### src/rtl/csa_accum_pipe.sv
// rtl/csa_accum_pipe.sv - streaming multi-operand carry-save accumulator
//
// Purpose:
//   Each accepted beat carries NUM_OPS operands. A chain of 3:2 compressors,
//   built with generate, folds these operands into the running carry-save
//   pair (acc_s, acc_c). A single carry-propagate add resolves the pair only
//   when the packet ends.
//
// Configuration macro:
//   CSA_SIGNED_EN - when defined, operands are two's complement and are
//                   sign-extended to ACC_W. Otherwise they are zero-extended.
//
// Ports:
//   clk_i         rising-edge clock
//   rst_n_i       asynchronous active-low reset
//   in_valid_i    beat valid
//   in_ready_o    beat accepted when in_valid_i & in_ready_o
//   in_data_i     operand k at [k*WIDTH +: WIDTH]
//   in_last_i     final beat of the packet
//   out_valid_o   result valid
//   out_ready_i   result consumed when out_valid_o & out_ready_i
//   out_sum_o     packet sum modulo 2^ACC_W
//   out_cnt_o     beats in the packet, saturating at 2^CNT_W-1

module csa_accum_pipe #(
    parameter int WIDTH   = 8,
    parameter int NUM_OPS = 7,
    parameter int ACC_W   = 16,
    parameter int CNT_W   = 8
) (
    input  logic                     clk_i,
    input  logic                     rst_n_i,
    input  logic                     in_valid_i,
    output logic                     in_ready_o,
    input  logic [NUM_OPS*WIDTH-1:0] in_data_i,
    input  logic                     in_last_i,
    output logic                     out_valid_o,
    input  logic                     out_ready_i,
    output logic [ACC_W-1:0]         out_sum_o,
    output logic [CNT_W-1:0]         out_cnt_o
);

    typedef enum logic [1:0] {
        ST_ACCUM   = 2'd0,
        ST_RESOLVE = 2'd1,
        ST_HOLD    = 2'd2
    } state_t;

    state_t             state_q, state_d;
    logic [ACC_W-1:0]   acc_s_q, acc_s_d;
    logic [ACC_W-1:0]   acc_c_q, acc_c_d;
    logic [CNT_W-1:0]   beat_cnt_q, beat_cnt_d;
    logic [ACC_W-1:0]   out_sum_q, out_sum_d;
    logic [CNT_W-1:0]   out_cnt_q, out_cnt_d;
    logic               out_valid_q, out_valid_d;

    // Operands extended to the accumulator width.
    logic [ACC_W-1:0]   ext_op [NUM_OPS];

    // Sum/carry rows after each compressor stage. Stage k absorbs operand k,
    // so the last stage holds the reduced NUM_OPS+2 rows.
    logic [ACC_W-1:0]   lvl_s  [NUM_OPS];
    logic [ACC_W-1:0]   lvl_c  [NUM_OPS];

    genvar k;
    generate
        for (k = 0; k < NUM_OPS; k++) begin : g_ext
`ifdef CSA_SIGNED_EN
            assign ext_op[k] = ACC_W'($signed(in_data_i[k*WIDTH +: WIDTH]));
`else
            assign ext_op[k] = ACC_W'(in_data_i[k*WIDTH +: WIDTH]);
`endif
        end

        for (k = 0; k < NUM_OPS; k++) begin : g_csa
            logic [ACC_W-1:0] row_a;
            logic [ACC_W-1:0] row_b;
            if (k == 0) begin : g_first
                // First layer compresses the stored pair with operand 0.
                assign row_a = acc_s_q;
                assign row_b = acc_c_q;
            end else begin : g_next
                assign row_a = lvl_s[k-1];
                assign row_b = lvl_c[k-1];
            end
            assign lvl_s[k] = row_a ^ row_b ^ ext_op[k];
            // Carry moves up one weight; the bit leaving ACC_W is dropped,
            // which keeps every partial sum modulo 2^ACC_W.
            assign lvl_c[k] = ((row_a & row_b) | (row_a & ext_op[k]) |
                               (row_b & ext_op[k])) << 1;
        end
    endgenerate

    always_comb begin
        state_d     = state_q;
        acc_s_d     = acc_s_q;
        acc_c_d     = acc_c_q;
        beat_cnt_d  = beat_cnt_q;
        out_sum_d   = out_sum_q;
        out_cnt_d   = out_cnt_q;
        out_valid_d = out_valid_q;
        in_ready_o  = 1'b0;

        case (state_q)
            ST_ACCUM: begin
                in_ready_o = 1'b1;
                if (in_valid_i) begin
                    acc_s_d = lvl_s[NUM_OPS-1];
                    acc_c_d = lvl_c[NUM_OPS-1];
                    if (beat_cnt_q != {CNT_W{1'b1}}) begin
                        beat_cnt_d = beat_cnt_q + CNT_W'(1);
                    end
                    if (in_last_i) begin
                        state_d = ST_RESOLVE;
                    end
                end
            end
            ST_RESOLVE: begin
                // The only carry-propagate add in the design.
                out_sum_d   = acc_s_q + acc_c_q;
                out_cnt_d   = beat_cnt_q;
                out_valid_d = 1'b1;
                acc_s_d     = '0;
                acc_c_d     = '0;
                beat_cnt_d  = '0;
                state_d     = ST_HOLD;
            end
            ST_HOLD: begin
                if (out_ready_i) begin
                    out_valid_d = 1'b0;
                    state_d     = ST_ACCUM;
                end
            end
            default: begin
                state_d = ST_ACCUM;
            end
        endcase
    end

    always_ff @(posedge clk_i or negedge rst_n_i) begin
        if (!rst_n_i) begin
            state_q     <= ST_ACCUM;
            acc_s_q     <= '0;
            acc_c_q     <= '0;
            beat_cnt_q  <= '0;
            out_sum_q   <= '0;
            out_cnt_q   <= '0;
            out_valid_q <= 1'b0;
        end else begin
            state_q     <= state_d;
            acc_s_q     <= acc_s_d;
            acc_c_q     <= acc_c_d;
            beat_cnt_q  <= beat_cnt_d;
            out_sum_q   <= out_sum_d;
            out_cnt_q   <= out_cnt_d;
            out_valid_q <= out_valid_d;
        end
    end

    assign out_valid_o = out_valid_q;
    assign out_sum_o   = out_sum_q;
    assign out_cnt_o   = out_cnt_q;

endmodule

### config.mk
export PLATFORM = sky130hd
export DESIGN_NAME = csa_accum_pipe
export DESIGN_NICKNAME = d
export VERILOG_FILES = /design/src/rtl/csa_accum_pipe.sv
export SDC_FILE = /design/constraint.sdc
export NUM_CORES = 1
export LEC_CHECK = 0
export BUFFER_PORTS_ARGS = -buffer_cell sky130_fd_sc_hd__buf_2
export CORE_MARGIN = 2
export CORE_UTILIZATION = 45
export CTS_CLUSTER_DIAMETER = 50
export CTS_CLUSTER_SIZE = 24
export DETAILED_ROUTE_END_ITERATION = 10
export HOLD_SLACK_MARGIN = 0.1
export PLACE_DENSITY_LB_ADDON = 0.12
export SLEW_MARGIN = 20
export SYNTH_ARGS = -nofsm -noshare
export SYNTH_HDL_FRONTEND = slang
export SYNTH_SLANG_ARGS = --single-unit
### constraint.sdc
create_clock -name clk_i -period 9.3 [get_ports clk_i]
set_input_delay 1.86 -clock clk_i [delete_from_list [all_inputs] [get_ports clk_i]]
set_output_delay 1.86 -clock clk_i [all_outputs]
set_load 0.02 [all_outputs]
==> reports/results.ini <==
[run_status]
outcome = finished, final reports clean

[die]
core_area_sq_um = 11000
start_util_pct = 46.6
chipWidth_microns = 111
rows = 38
pin_count = 87
die_y_microns = 111
die_area_sq_um = 12200

[synth]
async_flop_share_pct = 100
synth_cell_types = 45
synth_seq_cells = 66
netlist_area_sq_um = 5110
postSynthCellCount = 486
synth_warnings = 0
syn_area_per_cell_sq_um = 10.5
synth_ff_type = dfrtp_1
synth_edf_count = 0
syn_nets = 667
yosysSeqAreaShare_pct = 32.3

[sta]
relSlewSlack_pct = 42.5
max_freq_mhz = 183
setup_violations = 0
fin_tns_setup_ns = 0
finClkSkew_ns = 0.00912
worstMarginPinSlew_ns = 0.862
rsz0062_at_grt = false
fin_crit_ns = 5.46
period_share_pct = 58.7
final_max_slew_viol_count = 0
hold_viol_final = 0

[routing]
drc_errors = 0
vias_per_cell = 5.12
first_pass_iters = 4
drt-wirelength-per-cell_microns = 15.3
drtAntennaViolNets = 0
drt_iter0_markers = 137
via_count = 3668
wirelength_microns = 11000

[cts]
cts_max_path_buffers = 2
cts_sinks = 66
path_clk_slew_ns = 0.06
cts_hold_buf = 0
ctsResizeCount = 0
cts_buffers = 9
clock_latency_ns = 0.33
cts_setup_buffers = 0
cts_root_buf = clkbuf_16
cts_tree = built
htreeDepth = 3

[final_layout]
num-fill-cells = 999
multi_input_area_sq_um = 3240
fin_nets = 752
final_util_pct = 54.5
syn_to_final_growth_pct = 17.0
n_antenna_cell = 0
layout-drive-gt1-share_pct = 19.6
seq_area_sq_um = 1650

[setup_path]
end_kind = flip-flop
startpoint_type = primary input
slowest_stage = fa_1
path_cells = buf_2 -> fa_1 -> fa_1 -> fa_1 -> fa_1 -> fa_1 -> inv_1 -> fa_1 -> fa_1 -> o21ai_0
r2r_end = acc_s_q[4]$_DFFE_PN0P_
r2r-start = acc_s_q[4]$_DFFE_PN0P_
required_ns = 9.49
cp_max_fo = 1
path_common_cell = fa_1
path_buf_inv = 2
r2r_slack_ns = 5.06
cp.arrival_ns = 5.65
critPathMaxStageDelay_ns = 0.54
path_class = primary input to flip-flop
cp_top_family = adder cells
reg2regPathDepth = 9

[min_path]
hp-class = flip-flop to flip-flop
holdPathEnd = out_cnt_o[7]$_DFFE_PN0P_
min_from = out_cnt_o[7]$_DFFE_PN0P_
holdPathStages = 2

[place]
gp_congestion = 0.785
portBuffers = 86
hpwlAfterDp_microns = 8470

[global_route]
grt_pass1_wl_microns = 19500
grt-ovfl-total = 0
first_global_vias = 4062
grt_max_degree = 77
track_usage_pct = 19.9
antenna_found_initial = 0

[run]
cap_violations = 0

-- sequential cells by signal, indices dropped and copies added, names as in the netlist --
name / count
acc_s_q: 16
out_sum_o: 16
acc_c_q: 15
beat_cnt_q: 8
out_cnt_o: 8
state_q: 2
out_valid_o: 1
-- worst reg2reg max path, cell delays in order (launching register included) --
cell     delay, ns
dfrtp_1       0.43
fa_1          0.54
fa_1          0.43
fa_1          0.51
fa_1          0.51
fa_1          0.53
inv_1         0.05
fa_1          0.50
fa_1          0.53
o21ai_0       0.08
-- cell usage after synthesis (2+ instances only) --
master    instances  area share (%)
nand2_1          93             6.8
nand3_1          35             3.4
o21ai_0          27             2.6
o211ai_1          4            0.59
xnor2_1          10             1.7
nor3b_1           3            0.44
dfrtp_1          66              32
nor3_1            4            0.39
and2_1            2            0.24
clkbuf_1         15             1.1
or4_1             2            0.29
a41oi_1           2            0.34
a21oi_1           8            0.78
nor2_1            7            0.51
a211oi_1          5            0.73
a21o_1            4            0.59
inv_1            41             3.0
ha_1             64              16
xor2_1           10             1.7
nand4_1           2            0.24
a31oi_1           3            0.37
fa_1             56              22
-- layout by cell type (no fill, tap or decap), drive strengths merged, types with 5 or more instances in the layout --
master	Yosys	final
a211oi	5	5
a21oi	8	8
buf	2	91
clkbuf	15	11
dfrtp	66	66
fa	56	56
ha	64	64
inv	41	41
nand2	93	93
nand3	36	36
nor2	7	7
o211ai	5	5
o21ai	29	29
xnor2	10	10
xor2	10	10
-- worst max-delay path by stage --
stage                             from                      to  slack [ns]  cells past startpoint
after floorplan           in_data_i[1]  acc_s_q[1]$_DFFE_PN0P_        3.76                      9
after global placement    in_data_i[1]  acc_s_q[1]$_DFFE_PN0P_        3.60                     10
after detailed placement  in_data_i[4]  acc_s_q[4]$_DFFE_PN0P_        3.46                     10
after CTS                 in_data_i[4]  acc_s_q[4]$_DFFE_PN0P_        3.83                     10
after global routing      in_data_i[4]  acc_s_q[4]$_DFFE_PN0P_        3.72                     10
final                     in_data_i[4]  acc_s_q[4]$_DFFE_PN0P_        3.84                     10
-- cells by family after synthesis --
kind of cell / synth area share, %
flops: 32.3
fa+ha+maj: 37.6
buf+inv: 4.40
xor+xnor: 3.43
compound gates: 8.27
mux: 0.416
simple gates: 13.6
-- stage by stage --
step                setup WS [ns]  cell area, sq um  cells  hold slack, ns
floorplan                    3.76              5110    486           0.465
global placement             3.60              5690    700           0.458
detailed placement           3.46              5690    700           0.457
CTS                          3.83              5980    716           0.472
global route                 3.72              5980    716           0.481
finish                       3.84              5980    716           0.466
-- per-layer routing --
layer / GRT usage (%) / share of wire (%) / up-vias
li1: - / - / 1793
met1: 26.5 / 45 / 1800
met2: 33.1 / 50 / 64
met3: 4.23 / 3.6 / 11
met4: 5.42 / 1.3 / 0
met5: 0 / 0 / -
-- area by class of cell --
type	count	share of cell area [%]
multi-input combinational	362	54.2
sequential	66	27.6
timing repair buffer	91	7.82
clock buffer	11	3.89
tap	140	2.93
inverter	41	2.57
clock inverter	5	0.921
Power is left out: the tool's default activity adds up to more than one toggle a clock period on the data nets, which glitch-free logic cannot reach.
